==> config.mk <==
export PLATFORM = sky130hd
export DESIGN_NAME = v_instr_queue_flat
export DESIGN_NICKNAME = d
export VERILOG_FILES = /design/src/rtl/v_instr_queue_if.sv /design/src/rtl/v_instr_queue.sv /design/src/flat_wrapper.sv
export SDC_FILE = /design/constraint.sdc
export NUM_CORES = 1
export LEC_CHECK = 0
export CAP_MARGIN = 30
export CORE_MARGIN = 3
export CORE_UTILIZATION = 52
export CTS_CLUSTER_SIZE = 24
export DETAILED_ROUTE_END_ITERATION = 12
export PLACE_DENSITY = 0.76
export SETUP_SLACK_MARGIN = 0.1
export SYNTH_ARGS = -nofsm -noshare
export SYNTH_HDL_FRONTEND = slang
export SYNTH_SLANG_ARGS = --single-unit
==> constraint.sdc <==
create_clock -name clk -period 7.3 [get_ports clk]
set_clock_uncertainty 0.05 [all_clocks]
set_input_delay 0.73 -clock clk [delete_from_list [all_inputs] [get_ports clk]]
set_output_delay 0.73 -clock clk [all_outputs]
set_load 0.02 [all_outputs]
==> src/rtl/v_instr_queue_if.sv <==
// Push/pop handshake bundle between the scalar core, the vector instruction
// queue and the vector decoder.
interface v_instr_queue_if;
  logic        in_valid;
  logic        in_ready;
  logic [31:0] in_instr;
  logic [31:0] in_rs1;
  logic [31:0] in_rs2;
  logic        out_valid;
  logic        out_ready;
  logic [31:0] out_instr;
  logic [31:0] out_rs1;
  logic [31:0] out_rs2;

  modport master (
    output in_valid, in_instr, in_rs1, in_rs2, out_ready,
    input  in_ready, out_valid, out_instr, out_rs1, out_rs2
  );

  modport slave (
    input  in_valid, in_instr, in_rs1, in_rs2, out_ready,
    output in_ready, out_valid, out_instr, out_rs1, out_rs2
  );
endinterface

==> src/rtl/v_instr_queue.sv <==
// Vector instruction queue: buffers vector instructions with their scalar operands.
// Optional macro V_IQ_BYPASS_EN forwards a push straight to the output when empty.
module v_instr_queue #(
  parameter int DEPTH = 4
) (
  input  logic                   clk,
  input  logic                   rst,
  input  logic                   flush,
  input  logic                   v_busy,
  v_instr_queue_if.slave         iq,
  output logic [$clog2(DEPTH):0] count,
  output logic                   full,
  output logic                   empty,
  output logic                   drop_pulse
);

  localparam int PTR_W = $clog2(DEPTH);
  localparam logic [PTR_W:0] FULL_CNT = (PTR_W + 1)'(DEPTH);

  logic [31:0]      instr_mem [DEPTH];
  logic [31:0]      rs1_mem   [DEPTH];
  logic [31:0]      rs2_mem   [DEPTH];
  logic [PTR_W-1:0] wr_ptr;
  logic [PTR_W-1:0] rd_ptr;

  logic        push_fire;
  logic        vec_push;
  logic        bad_push;
  logic        pop_fire;
  logic        wr_en;
  logic        bypass_take;
  logic [31:0] head_instr;
  logic [31:0] head_rs1;
  logic [31:0] head_rs2;

  function automatic logic is_vec_op(input logic [31:0] instr);
    return (instr[6:0] == 7'h57) || (instr[6:0] == 7'h07) || (instr[6:0] == 7'h27);
  endfunction

  function automatic logic is_vconfig(input logic [31:0] instr);
    return (instr[6:0] == 7'h57) && (instr[14:12] == 3'b111);
  endfunction

  assign full        = (count == FULL_CNT);
  assign empty       = (count == '0);
  assign iq.in_ready = !full;
  assign push_fire   = iq.in_valid && iq.in_ready;
  assign vec_push    = push_fire && is_vec_op(iq.in_instr);
  assign bad_push    = push_fire && !is_vec_op(iq.in_instr);
  assign head_instr  = instr_mem[rd_ptr];
  assign head_rs1    = rs1_mem[rd_ptr];
  assign head_rs2    = rs2_mem[rd_ptr];

  // A vconfig at the head must wait for the vector datapath to drain.
  always_comb begin
    iq.out_valid = 1'b0;
    iq.out_instr = '0;
    iq.out_rs1   = '0;
    iq.out_rs2   = '0;
    bypass_take  = 1'b0;
    if (!empty) begin
      iq.out_instr = head_instr;
      iq.out_rs1   = head_rs1;
      iq.out_rs2   = head_rs2;
      iq.out_valid = !(is_vconfig(head_instr) && v_busy);
    end
`ifdef V_IQ_BYPASS_EN
    else if (vec_push) begin
      iq.out_instr = iq.in_instr;
      iq.out_rs1   = iq.in_rs1;
      iq.out_rs2   = iq.in_rs2;
      iq.out_valid = !(is_vconfig(iq.in_instr) && v_busy);
      bypass_take  = iq.out_valid && iq.out_ready;
    end
`endif
  end

  assign pop_fire = iq.out_valid && iq.out_ready && !empty;
  assign wr_en    = vec_push && !bypass_take;

  always_ff @(posedge clk or posedge rst) begin
    if (rst) begin
      wr_ptr     <= '0;
      rd_ptr     <= '0;
      count      <= '0;
      drop_pulse <= 1'b0;
    end else if (flush) begin
      wr_ptr     <= '0;
      rd_ptr     <= '0;
      count      <= '0;
      drop_pulse <= 1'b0;
    end else begin
      drop_pulse <= bad_push;
      if (wr_en) wr_ptr <= wr_ptr + 1'b1;
      if (pop_fire) rd_ptr <= rd_ptr + 1'b1;
      case ({wr_en, pop_fire})
        2'b10:   count <= count + 1'b1;
        2'b01:   count <= count - 1'b1;
        default: count <= count;
      endcase
    end
  end

  // Storage is left uninitialised; only the pointers define validity.
  always_ff @(posedge clk) begin
    if (wr_en && !flush) begin
      instr_mem[wr_ptr] <= iq.in_instr;
      rs1_mem[wr_ptr]   <= iq.in_rs1;
      rs2_mem[wr_ptr]   <= iq.in_rs2;
    end
  end

endmodule

==> src/flat_wrapper.sv <==
// flat-port wrapper written by rule: the top's interface ports become plain ports
module v_instr_queue_flat 
#(
  parameter int DEPTH = 4
)
  (clk, rst, flush, v_busy, count, full, empty, drop_pulse, iq_in_valid, iq_in_instr, iq_in_rs1, iq_in_rs2, iq_out_ready, iq_in_ready, iq_out_valid, iq_out_instr, iq_out_rs1, iq_out_rs2);
  v_instr_queue_if iq_i ();
  input  logic clk;
  input  logic rst;
  input  logic flush;
  input  logic v_busy;
  output logic [$clog2(DEPTH):0] count;
  output logic full;
  output logic empty;
  output logic drop_pulse;
  input wire logic [$bits(iq_i.in_valid)-1:0] iq_in_valid;
  input wire logic [$bits(iq_i.in_instr)-1:0] iq_in_instr;
  input wire logic [$bits(iq_i.in_rs1)-1:0] iq_in_rs1;
  input wire logic [$bits(iq_i.in_rs2)-1:0] iq_in_rs2;
  input wire logic [$bits(iq_i.out_ready)-1:0] iq_out_ready;
  output wire logic [$bits(iq_i.in_ready)-1:0] iq_in_ready;
  output wire logic [$bits(iq_i.out_valid)-1:0] iq_out_valid;
  output wire logic [$bits(iq_i.out_instr)-1:0] iq_out_instr;
  output wire logic [$bits(iq_i.out_rs1)-1:0] iq_out_rs1;
  output wire logic [$bits(iq_i.out_rs2)-1:0] iq_out_rs2;
  assign iq_i.in_valid = iq_in_valid;
  assign iq_i.in_instr = iq_in_instr;
  assign iq_i.in_rs1 = iq_in_rs1;
  assign iq_i.in_rs2 = iq_in_rs2;
  assign iq_i.out_ready = iq_out_ready;
  assign iq_in_ready = iq_i.in_ready;
  assign iq_out_valid = iq_i.out_valid;
  assign iq_out_instr = iq_i.out_instr;
  assign iq_out_rs1 = iq_i.out_rs1;
  assign iq_out_rs2 = iq_i.out_rs2;
  v_instr_queue #(.DEPTH(DEPTH)) u_core (.clk(clk), .rst(rst), .flush(flush), .v_busy(v_busy), .iq(iq_i), .count(count), .full(full), .empty(empty), .drop_pulse(drop_pulse));
endmodule
==> flow_metrics.env <==
export IMPL_antenna_found_initial=3
export IMPL_synth_area_um2=15200
export IMPL_grt_pass1_vias=7621
export IMPL_root_buffer="clkbuf_16"
export IMPL_start_util_pct=53.7
export IMPL_synth_nets=794
export IMPL_syn_avg_cell_area_um2=22.1
export IMPL_wl_mm=29.4
export IMPL_path_class="reg2out"
export IMPL_dr_total_vias=7295
export IMPL_ys_flop_type="edfxtp_1"
export IMPL_crit_buf_inv=2
export IMPL_drive_gt1_share_pct=18.4
export IMPL_die_h_um=177
export IMPL_holdWs_ps=463
export IMPL_cpPeakStageDelay_ps=1000
export IMPL_maxSlewViolCount=0
export IMPL_hpwl_mm=17.7
export IMPL_synthCells=687
export IMPL_cp_top_family="buffers and inverters"
export IMPL_insertion_delay_ps=500
export IMPL_final_period_utilization_pct=63.0
export IMPL_antenna_diode_count=0
export IMPL_dieArea_um2=31200
export IMPL_ys_seq_elements=392
export IMPL_status="finished, final reports clean"
export IMPL_fp_row_count=61
export IMPL_cts_tree="done"
export IMPL_finalHoldViolCount=0
export IMPL_clk_path_buf_depth=3
export IMPL_synth_commonest_cells="384 x edfxtp_1, 99 x nor2b_1, 96 x mux4_2, 19 x clkbuf_1, 12 x buf_2"
export IMPL_worst_r2r_path_depth=9
export IMPL_synth_area_top_cells="edfxtp_1 76%, mux4_2 14%, nor2b_1 4.1%"
export IMPL_ios=206
export IMPL_ys_types=39
export IMPL_fillers=1845
export IMPL_clk_pin_slew_ps=60
export IMPL_maxSlewHeadroom_pct=39.2
export IMPL_ctsHoldBuffers=0
export IMPL_globalplace_congestion=0.745
export IMPL_overflow=0
export IMPL_yosys_area_top_type="edfxtp_1"
export IMPL_multiInputGateArea_um2=3260
export IMPL_grt_setup_unrepaired="false"
export IMPL_yosysTopAreaCellShare_pct=76.1
export IMPL_p_per_area_nw_per_um2=342
export IMPL_cp_required_ps=6520
export IMPL_start_kind="register"
export IMPL_port_buffer_count=205
export IMPL_drc=0
export IMPL_drt_pass1_iterations=5
export IMPL_final_nets=1016
export IMPL_end_kind="primary output"
export IMPL_post_drt_wl_per_cell_um=22.3
export IMPL_tightest_slew_ps=913
export IMPL_cts_sinks=392
export IMPL_ff_latch_area_um2=11700
export IMPL_arrival_ps=3820
export IMPL_maxCapViolCount=0
export IMPL_seq_area_frac_synth_pct=77.4
export IMPL_drt_initial_drc_count=723
export IMPL_fin_crit_ps=4600
export IMPL_cts_setup_buffers=0
export IMPL_synth_most_common_cell="edfxtp_1"
export IMPL_cp_num_cells=6
export IMPL_grt_max_degree=60
export IMPL_routed_via_density=5.54
export IMPL_grtUsageTotal_pct=18.9
export IMPL_syn_to_final_growth_pct=25.1
export IMPL_synth_edf_count=384
export IMPL_final_core_util_pct=67.2
export IMPL_max_freq_mhz=217
export IMPL_cts_buffers=39
export IMPL_die_w_um=177
export IMPL_cp_cell_sequence="buf_4 -> mux4_2 -> nand3_2 -> nor3_4 -> nor2_1 -> clkdlybuf4s50_1"
export IMPL_synth_warnings=0
export IMPL_ir_worst_vdd_mv=0.207
export IMPL_leakage_nw=5.87
export IMPL_h_tree_depth=2
export IMPL_grt_pass1_wl_mm=44.6
export IMPL_detail_route_antenna_nets=0
export IMPL_path_max_fanout=57
export IMPL_fin_tns_setup_ps=0
export IMPL_setup_viol=0
export IMPL_slowest_stage="dfrtp_4"
export IMPL_synthArstFlopShare_pct=2.04
export IMPL_core_um2=28200
export IMPL_hold_class="in2async"
export IMPL_cts_resized=0
export IMPL_p_total_w=0.00648
==> worst paths after layout <==
| kind | from | endpoint | slack [ps] |
|---|---|---|---|
| max | u_core.rd_ptr[1]$_DFFE_PP0P_ | iq_out_valid | 2700 |
| min | rst | u_core.drop_pulse$_DFF_PP0_ | 460 |
| max reg2reg | u_core.rd_ptr[1]$_DFFE_PP0P_ | u_core.count[1]$_DFFE_PP0P_ | 3300 |
| min reg2reg | u_core.wr_ptr[0]$_DFFE_PP0P_ | u_core.wr_ptr[0]$_DFFE_PP0P_ | 560 |
| max in group asynchronous | rst | u_core.rd_ptr[0]$_DFFE_PP0P_ | 6440 |
| min in group clk | u_core.wr_ptr[0]$_DFFE_PP0P_ | u_core.wr_ptr[0]$_DFFE_PP0P_ | 560 |
==> cell usage in the layout, fill, tap and decap left out, types with 2 or more instances in the layout <==
cell	instances
a21oi_1	5
and2_1	2
and3_4	4
buf_16	3
buf_4	9
bufinv_16	5
clkbuf_1	8
clkbuf_16	41
clkdlybuf4s50_1	205
clkinv_1	9
clkinv_2	7
dfrtp_1	6
dfrtp_4	2
edfxtp_1	384
ha_1	4
inv_1	6
mux4_2	96
nand2_1	5
nand3b_1	2
nand4_1	2
nand4b_1	5
nand4b_4	2
nor2_1	4
nor2b_1	99
o211ai_1	3
or4_1	2
==> layout make-up <==
cell class	count	area share (%)
sequential	392	61.9
clock inverter	21	1.15
clock buffer	49	5.57
multi-input combinational	253	17.2
inverter	6	0.119
tap	378	2.49
timing repair buffer	217	11.6
==> kinds of logic after synthesis <==
logic type,Yosys count,synth area share [%]
flops,392,77.4
simple gates,138,6.01
mux,96,14.3
buf+inv,42,1.29
compound gates,13,0.536
fa+ha+maj,5,0.462
xor+xnor,1,0.0578
==> per-stage QoR <==
step,cell area (um2),cells,setup WS [ps]
global placement,17600,1243,2950
detailed placement,17700,1246,2930
finish,19000,1316,2700
floorplan,15200,687,2710
global route,19000,1316,2510
CTS,19000,1316,2690
==> worst reg2reg max path: cells and delay by family, from the launching register on <==
kind	cells	cell delay, ps
flops	1	1000
fa+ha+maj	1	530
mux	1	430
simple gates	6	1250
buf+inv	1	670
==> metal layers <==
metal | routed length (um) | part of all wire, % | track usage (%) | vias to the layer above
met1 | 12500 | 42 | 27.1 | 3738
li1 | - | - | - | 3252
met2 | 13800 | 47 | 29.0 | 255
met3 | 2420 | 8.2 | 6.05 | 44
met4 | 578 | 2.0 | 4.39 | 6
met5 | 44 | 0.15 | 0 | -
==> where the power goes <==
group	total, W	leakage (nW)	switching [W]	internal [W]
clock	0.00196	0.627	0.000763	0.00120
sequential	0.00253	3.56	0.0000497	0.00248
combinational	0.00199	1.68	0.00104	0.000946
total	0.00648	5.87	0.00185	0.00463
==> flip-flops by register name, summed over array words and instances (netlist names) <==
register	count
u_core.wr_ptr	2
u_core.instr_mem	128
u_core.rs2_mem	128
u_core.rs1_mem	128
u_core.count	3
u_core.drop_pulse	1
u_core.rd_ptr	2
Note: power is estimated with default switching activity, not from simulation.
